### src/rtl/hazard_forward_unit_pkg.sv
// Shared types for the hazard/forwarding unit: operand-mux select encodings
// and the shadow-pipeline stage records.
package hazard_forward_unit_pkg;

  // Record address fields are sized for the widest register file this unit
  // is expected to serve. Narrower indices are zero-extended on entry, so
  // REG_ADDR_W in the top must not exceed this value.
  localparam int REC_ADDR_W = 6;

  // EXE operand-mux select encodings. 2'b11 is never driven.
  typedef enum logic [1:0] {
    SEL_ID  = 2'b00,  // register-file value read in ID
    SEL_WB  = 2'b01,  // result currently in WB
    SEL_MEM = 2'b10   // result currently in MEM
  } sel_t;

  // What every shadow stage tracks about the instruction it holds.
  typedef struct packed {
    logic                  valid;
    logic                  wb_en;
    logic                  mem_read;
    logic [REC_ADDR_W-1:0] dest;
  } stage_rec_t;

  // EXE also keeps the source indices so the forwarding selects can be
  // computed from registered state only.
  typedef struct packed {
    stage_rec_t            base;
    logic [REC_ADDR_W-1:0] src1;
    logic [REC_ADDR_W-1:0] src2;
    logic                  use_src2;
  } exe_rec_t;

  localparam stage_rec_t STAGE_REC_EMPTY = '0;
  localparam exe_rec_t   EXE_REC_EMPTY   = '0;

endpackage

### src/rtl/hazard_forward_unit_compare.sv
// hazard_compare: does a stage record produce the register a source reads?
// A hit needs a live instruction that writes back, a source that is
// actually read, and equal indices. need_load further restricts the hit to
// loads, which is how the load-use check reuses the same comparator.
module hazard_compare
  import hazard_forward_unit_pkg::*;
(
  input  stage_rec_t            rec,
  input  logic [REC_ADDR_W-1:0] src,
  input  logic                  src_used,
  input  logic                  need_load,
  output logic                  match
);

  logic producer_ok;
  logic idx_eq;

  assign producer_ok = rec.valid & rec.wb_en & (~need_load | rec.mem_read);
  assign idx_eq      = (rec.dest == src);
  assign match       = producer_ok & src_used & idx_eq;

endmodule

### src/rtl/hazard_forward_unit.sv
// hazard_forward_unit: shadow EXE/MEM/WB pipeline that drives the EXE
// operand-mux selects and the RAW-hazard stall for the instruction in ID.
module hazard_forward_unit
  import hazard_forward_unit_pkg::*;
#(
  parameter int REG_ADDR_W = 4
) (
  input  logic                  clk,
  input  logic                  rst,
  input  logic                  forward_en,
  input  logic                  flush,
  input  logic                  id_valid,
  input  logic [REG_ADDR_W-1:0] id_src1,
  input  logic [REG_ADDR_W-1:0] id_src2,
  input  logic                  id_use_src2,
  input  logic                  id_wb_en,
  input  logic                  id_mem_read,
  input  logic [REG_ADDR_W-1:0] id_dest,
  output logic                  stall,
  output logic [1:0]            sel_src1,
  output logic [1:0]            sel_src2
);

  // Zero-extend an ID register index to record width.
  function automatic logic [REC_ADDR_W-1:0] widen_idx(input logic [REG_ADDR_W-1:0] idx);
    return REC_ADDR_W'(idx);
  endfunction

  // MEM has priority over WB because it holds the younger write.
  function automatic sel_t pick_sel(input logic en, input logic mem_hit, input logic wb_hit);
    sel_t s;
    s = SEL_ID;
    if (en) begin
      if (mem_hit)     s = SEL_MEM;
      else if (wb_hit) s = SEL_WB;
    end
    return s;
  endfunction

  exe_rec_t   id_rec;
  exe_rec_t   exe_rec_d, exe_rec_q;
  stage_rec_t mem_rec_d, mem_rec_q;
  stage_rec_t wb_rec_d,  wb_rec_q;

  logic [REC_ADDR_W-1:0] id_src1_w;
  logic [REC_ADDR_W-1:0] id_src2_w;

  logic mem_hit_exe1, mem_hit_exe2;
  logic wb_hit_exe1,  wb_hit_exe2;
  logic exe_hit_id1,  exe_hit_id2;
  logic mem_hit_id1,  mem_hit_id2;
  logic src2_used_id;
  logic stall_w;

  assign id_src1_w    = widen_idx(id_src1);
  assign id_src2_w    = widen_idx(id_src2);
  assign src2_used_id = id_valid & id_use_src2;

  // Package the ID-stage instruction as an EXE record.
  always_comb begin
    id_rec               = EXE_REC_EMPTY;
    id_rec.base.valid    = id_valid;
    id_rec.base.wb_en    = id_wb_en;
    id_rec.base.mem_read = id_mem_read;
    id_rec.base.dest     = widen_idx(id_dest);
    id_rec.src1          = id_src1_w;
    id_rec.src2          = id_src2_w;
    id_rec.use_src2      = id_use_src2;
  end

  // ---- ID -> EXE boundary: stall checks against the instruction in ID ----
  // With forwarding on, only a load in EXE blocks (its data is not ready
  // until MEM); with forwarding off, any producer in EXE blocks.
  hazard_compare u_cmp_exe_id1 (
    .rec       (exe_rec_q.base),
    .src       (id_src1_w),
    .src_used  (id_valid),
    .need_load (forward_en),
    .match     (exe_hit_id1)
  );

  hazard_compare u_cmp_exe_id2 (
    .rec       (exe_rec_q.base),
    .src       (id_src2_w),
    .src_used  (src2_used_id),
    .need_load (forward_en),
    .match     (exe_hit_id2)
  );

  // Producers in MEM only matter when there is no forwarding path; WB is
  // covered by the write-first register file.
  hazard_compare u_cmp_mem_id1 (
    .rec       (mem_rec_q),
    .src       (id_src1_w),
    .src_used  (id_valid),
    .need_load (1'b0),
    .match     (mem_hit_id1)
  );

  hazard_compare u_cmp_mem_id2 (
    .rec       (mem_rec_q),
    .src       (id_src2_w),
    .src_used  (src2_used_id),
    .need_load (1'b0),
    .match     (mem_hit_id2)
  );

  assign stall_w = exe_hit_id1 | exe_hit_id2 |
                   (~forward_en & (mem_hit_id1 | mem_hit_id2));
  assign stall   = stall_w;

  // ---- EXE operand selects: registered EXE sources vs MEM/WB producers ----
  hazard_compare u_cmp_mem_exe1 (
    .rec       (mem_rec_q),
    .src       (exe_rec_q.src1),
    .src_used  (1'b1),
    .need_load (1'b0),
    .match     (mem_hit_exe1)
  );

  hazard_compare u_cmp_mem_exe2 (
    .rec       (mem_rec_q),
    .src       (exe_rec_q.src2),
    .src_used  (exe_rec_q.use_src2),
    .need_load (1'b0),
    .match     (mem_hit_exe2)
  );

  hazard_compare u_cmp_wb_exe1 (
    .rec       (wb_rec_q),
    .src       (exe_rec_q.src1),
    .src_used  (1'b1),
    .need_load (1'b0),
    .match     (wb_hit_exe1)
  );

  hazard_compare u_cmp_wb_exe2 (
    .rec       (wb_rec_q),
    .src       (exe_rec_q.src2),
    .src_used  (exe_rec_q.use_src2),
    .need_load (1'b0),
    .match     (wb_hit_exe2)
  );

  // An invalid EXE record cannot hit (its producers are gated by the
  // records' own valid bits, and a bubble's sources are never consumed).
  assign sel_src1 = pick_sel(forward_en & exe_rec_q.base.valid, mem_hit_exe1, wb_hit_exe1);
  assign sel_src2 = pick_sel(forward_en & exe_rec_q.base.valid, mem_hit_exe2, wb_hit_exe2);

  // Next shadow state: shift EXE->MEM->WB; EXE takes ID or a bubble when
  // the ID instruction is held back or squashed.
  always_comb begin
    exe_rec_d = id_rec;
    if (stall_w || flush) begin
      exe_rec_d = EXE_REC_EMPTY;
    end
    mem_rec_d = exe_rec_q.base;
    wb_rec_d  = mem_rec_q;
  end

  // ---- EXE/MEM/WB pipeline registers; reset discards everything in flight ----
  always_ff @(posedge clk) begin
    if (!rst) begin
      exe_rec_q <= EXE_REC_EMPTY;
      mem_rec_q <= STAGE_REC_EMPTY;
      wb_rec_q  <= STAGE_REC_EMPTY;
    end else begin
      exe_rec_q <= exe_rec_d;
      mem_rec_q <= mem_rec_d;
      wb_rec_q  <= wb_rec_d;
    end
  end

endmodule

### config.mk
export PLATFORM = sky130hd
export DESIGN_NAME = hazard_forward_unit
export DESIGN_NICKNAME = d
export VERILOG_FILES = /design/src/rtl/hazard_forward_unit_pkg.sv /design/src/rtl/hazard_forward_unit_compare.sv /design/src/rtl/hazard_forward_unit.sv
export SDC_FILE = /design/constraint.sdc
export NUM_CORES = 1
export LEC_CHECK = 0
export BUFFER_PORTS_ARGS = -buffer_cell sky130_fd_sc_hd__buf_2
export CAP_MARGIN = 10
export CORE_ASPECT_RATIO = 1.75
export CORE_MARGIN = 2
export CORE_UTILIZATION = 45
export CTS_CLUSTER_DIAMETER = 30
export DETAILED_ROUTE_END_ITERATION = 12
export PLACE_DENSITY = 0.67
export SETUP_SLACK_MARGIN = 0.1
export SLEW_MARGIN = 40
export SYNTH_ARGS = -nofsm -noshare
export SYNTH_HDL_FRONTEND = slang
export SYNTH_SLANG_ARGS = --single-unit
### constraint.sdc
create_clock -name clk -period 3.95 [get_ports clk]
set_input_delay 0.5925 -clock clk [delete_from_list [all_inputs] [get_ports clk]]
set_output_delay 0.5925 -clock clk [all_outputs]
set_load 0.05 [all_outputs]
==> results.yml <==
yosys:
  synth_top_cell_by_area: "dfxtp_1"
  synth_cell_types: 26
  synth-simple-area-share_pct: 23.3
  synth_xor_area_share_pct: 21.5
  synthesis.nets: 142
  synth-compound-area-share_pct: 5.47
  ys_ff_latch: 28
  synth.top_cell.area_share_pct: 44.5
  syn-cell-area_mm2: 0.00126
  synth_adder_area_share_pct: 0
  synth_top_family_by_area: "simple AND/OR/NAND/NOR gates"
  avgSynthCellArea_um2: 10.3
  synth.area.mux_share_pct: 0
  yosys_warnings: 0
  synth_cells: 122
  seq_area_frac_synth_pct: 44.5
  yosys-top-cells-area: "dfxtp_1 (45%), xor2_1 (11%), xnor2_1 (9.0%), and2_1 (5.5%), and3_1 (5.5%)"
global_route:
  grt_pass1_vias: 856
  grt_overflow: 0
  grt_max_degree: 18
  grt_pass1_wl_mm: 3.71
  track_usage_pct: 15.6
  antenna_found_initial: 0
sta:
  report.final.slew_viol_count: 0
  fin_setup_tns_ns: 0
  hold_viol_final: 0
  fmax_ghz: 0.399
  setup_ws_ns: 1.44
  worstMarginPinSlew_ns: 0.584
  period_share_pct: 63.5
  maxSlewHeadroom_pct: 61.0
  rsz0062_at_grt: "false"
  setup_violations: 0
  min_period_ns: 2.51
  skew_ns: 0.0100
final_layout:
  final_area_mm2: 0.00144
  drive_gt1_share_pct: 28.7
  diodes: 0
  nets: 164
  syn2layout_area_growth_pct: 14.0
  instances_no_fill: 170
  final_util_pct: 53.3
  n_fill_cell: 243
detailed_routing:
  dr.pass1.iters: 3
  detail-route-antenna-nets: 0
  drc: 0
  drtIter0Drc: 11
  routed_wl_mm: 2.24
  vias: 876
  viasPerCell: 5.15
  wl_per_cell_um: 13.2
hold_path:
  hold_path.class: "reg2reg"
  holdPathStages: 1
die:
  dieArea_mm2: 0.00325
  coreArea_mm2: 0.00269
  rows: 25
  chipHeight_um: 74.0
  initial_core_util_pct: 46.8
  die_w_um: 44.0
  ios: 25
status:
  status: "finished clean"
clock_network:
  cts_buffers: 3
  cts_setup_buffers: 0
  htreeDepth: 1
  cts.sinks: 28
  hold_buffers: 0
  cts_tree: "built"
  clk_latency_ns: 0.28
  clk_pin_slew_ns: 0.09
  clockBufferDepth: 2
  cts-root-buf: "clkbuf_8"
  cts_resized: 0
place:
  place_hpwl_mm: 1.80
  io_buffers: 24
  gp_congestion: 0.804
  dp_cells: 166
  dp_slack_ns: 1.45
  placed_area_mm2: 0.00136
power:
  peakVddDrop_v: 0.000354
  swShare_pct: 20.0
  p_clk_share_pct: 38.6
  p_comb_share_pct: 8.5
  power_density_mw_per_mm2: 395
  p_seq_share_pct: 52.9
  intPower_mw: 0.453
  switchingPower_mw: 0.114
  cellLeakagePower_nw: 0.703
critical_path:
  path_max_fanout: 17
  reg2reg_depth: 5
  critPathKind: "reg2out"
  worstSetupStartpointType: "flop"
  crit_arrival_ns: 1.91
  critPathRequiredTime_ns: 3.36
  endpoint_kind: "output pin"
job:
  drv_cap: 0
per-stage QoR:
| step | power [mW] | hold slack [ns] |
|---|---|---|
| after detailed placement | 0.355 | 0.442 |
| after floorplan | 0.336 | 0.430 |
| after global routing | 0.592 | 0.500 |
| final | 0.567 | 0.462 |
| after global placement | 0.354 | 0.443 |
| after CTS | 0.573 | 0.465 |
cells by family (layout without fill, tap and decap cells):
| family | count (synthesis) | in the layout |
|---|---|---|
| AND/OR/NAND/NOR | 47 | 47 |
| XOR/XNOR | 30 | 30 |
| flip-flops | 28 | 28 |
| buffers and inverters | 11 | 32 |
| AO/OA/AOI/OAI | 6 | 6 |
worst max-delay path, cell delays in order (launching register included):
cell	delay, ns
dfxtp_1	0.52
xnor2_1	0.13
nand4_1	0.12
o41ai_2	0.09
a22oi_2	0.49
inv_1	0.07
buf_2	0.23
final cells by class:
type,count,area (um^2),share of cell area [%]
clock buffer,3,41.3,2.88
clock inverter,1,30.0,2.09
inverter,4,15.0,1.05
multi-input combinational,83,634,44.2
sequential,28,561,39.1
tap,27,33.8,2.35
timing repair buffer,24,120,8.37
cell usage in the layout (no fill, tap or decap):
master and count:
buf_2 24, nand3_1 1, or4_1 1, and3_1 11, nand4_1 4, o41ai_2 2
and2_1 11, dfxtp_1 28, bufinv_16 1, and2_2 1, a22oi_2 1, a221o_1 1
xor2_1 16, xor2_2 1, and3_2 7, nor3_1 2, clkbuf_8 3, nor2b_2 1
inv_1 4, nand2_1 4, nor3b_1 1, o221ai_1 1, a21oi_1 1, or3_1 1
xnor2_1 13, nor4_1 2
layer usage:
| layer | global-route usage, % | wire (um) |
|---|---|---|
| met1 | 16.4 | 847 |
| met2 | 28.3 | 1230 |
| met3 | 1.46 | 70 |
| met4 | 10.8 | 88 |
| met5 | 0 | 0 |
power groups by stage:
stage                     Combinational (mW)  Clock (mW)  Sequential (mW)
final                                 0.0482       0.219            0.300
after detailed placement              0.0487           0            0.307
after floorplan                       0.0330           0            0.303
after CTS                             0.0488       0.224            0.300
after global placement                0.0483           0            0.306
after global routing                  0.0535       0.237            0.301
cell usage after synthesis:
cell	instances
nand4_1	4
and3_1	11
buf_2	2
nor4_1	2
or4_1	1
and3_2	7
nor2b_1	1
buf_6	3
xor2_1	16
a221o_1	1
dfxtp_1	28
a22oi_2	1
nand3_1	1
and2_2	1
and2_1	11
clkbuf_1	2
o41ai_2	2
nand2_1	4
a21oi_1	1
inv_1	4
xnor2_1	13
or3_1	1
xor2_2	1
nor3_1	2
o221ai_1	1
nor3b_1	1
path summary, 6_finish.rpt:
path / startpoint / to / slack, ns
worst max-delay path: mem_rec_q[0] / stall / 1.44
worst min-delay path: exe_rec_q[20] / mem_rec_q[7] / 0.46
worst max register to register: mem_rec_q[0] / exe_rec_q[3] / 2.27
worst min register to register: exe_rec_q[20] / mem_rec_q[7] / 0.46
registers in the layout (all words and copies together) (netlist names):
signal / flops
exe_rec_q: 16
mem_rec_q: 6
wb_rec_q: 6
Note: power is estimated with default switching activity, not from simulation.
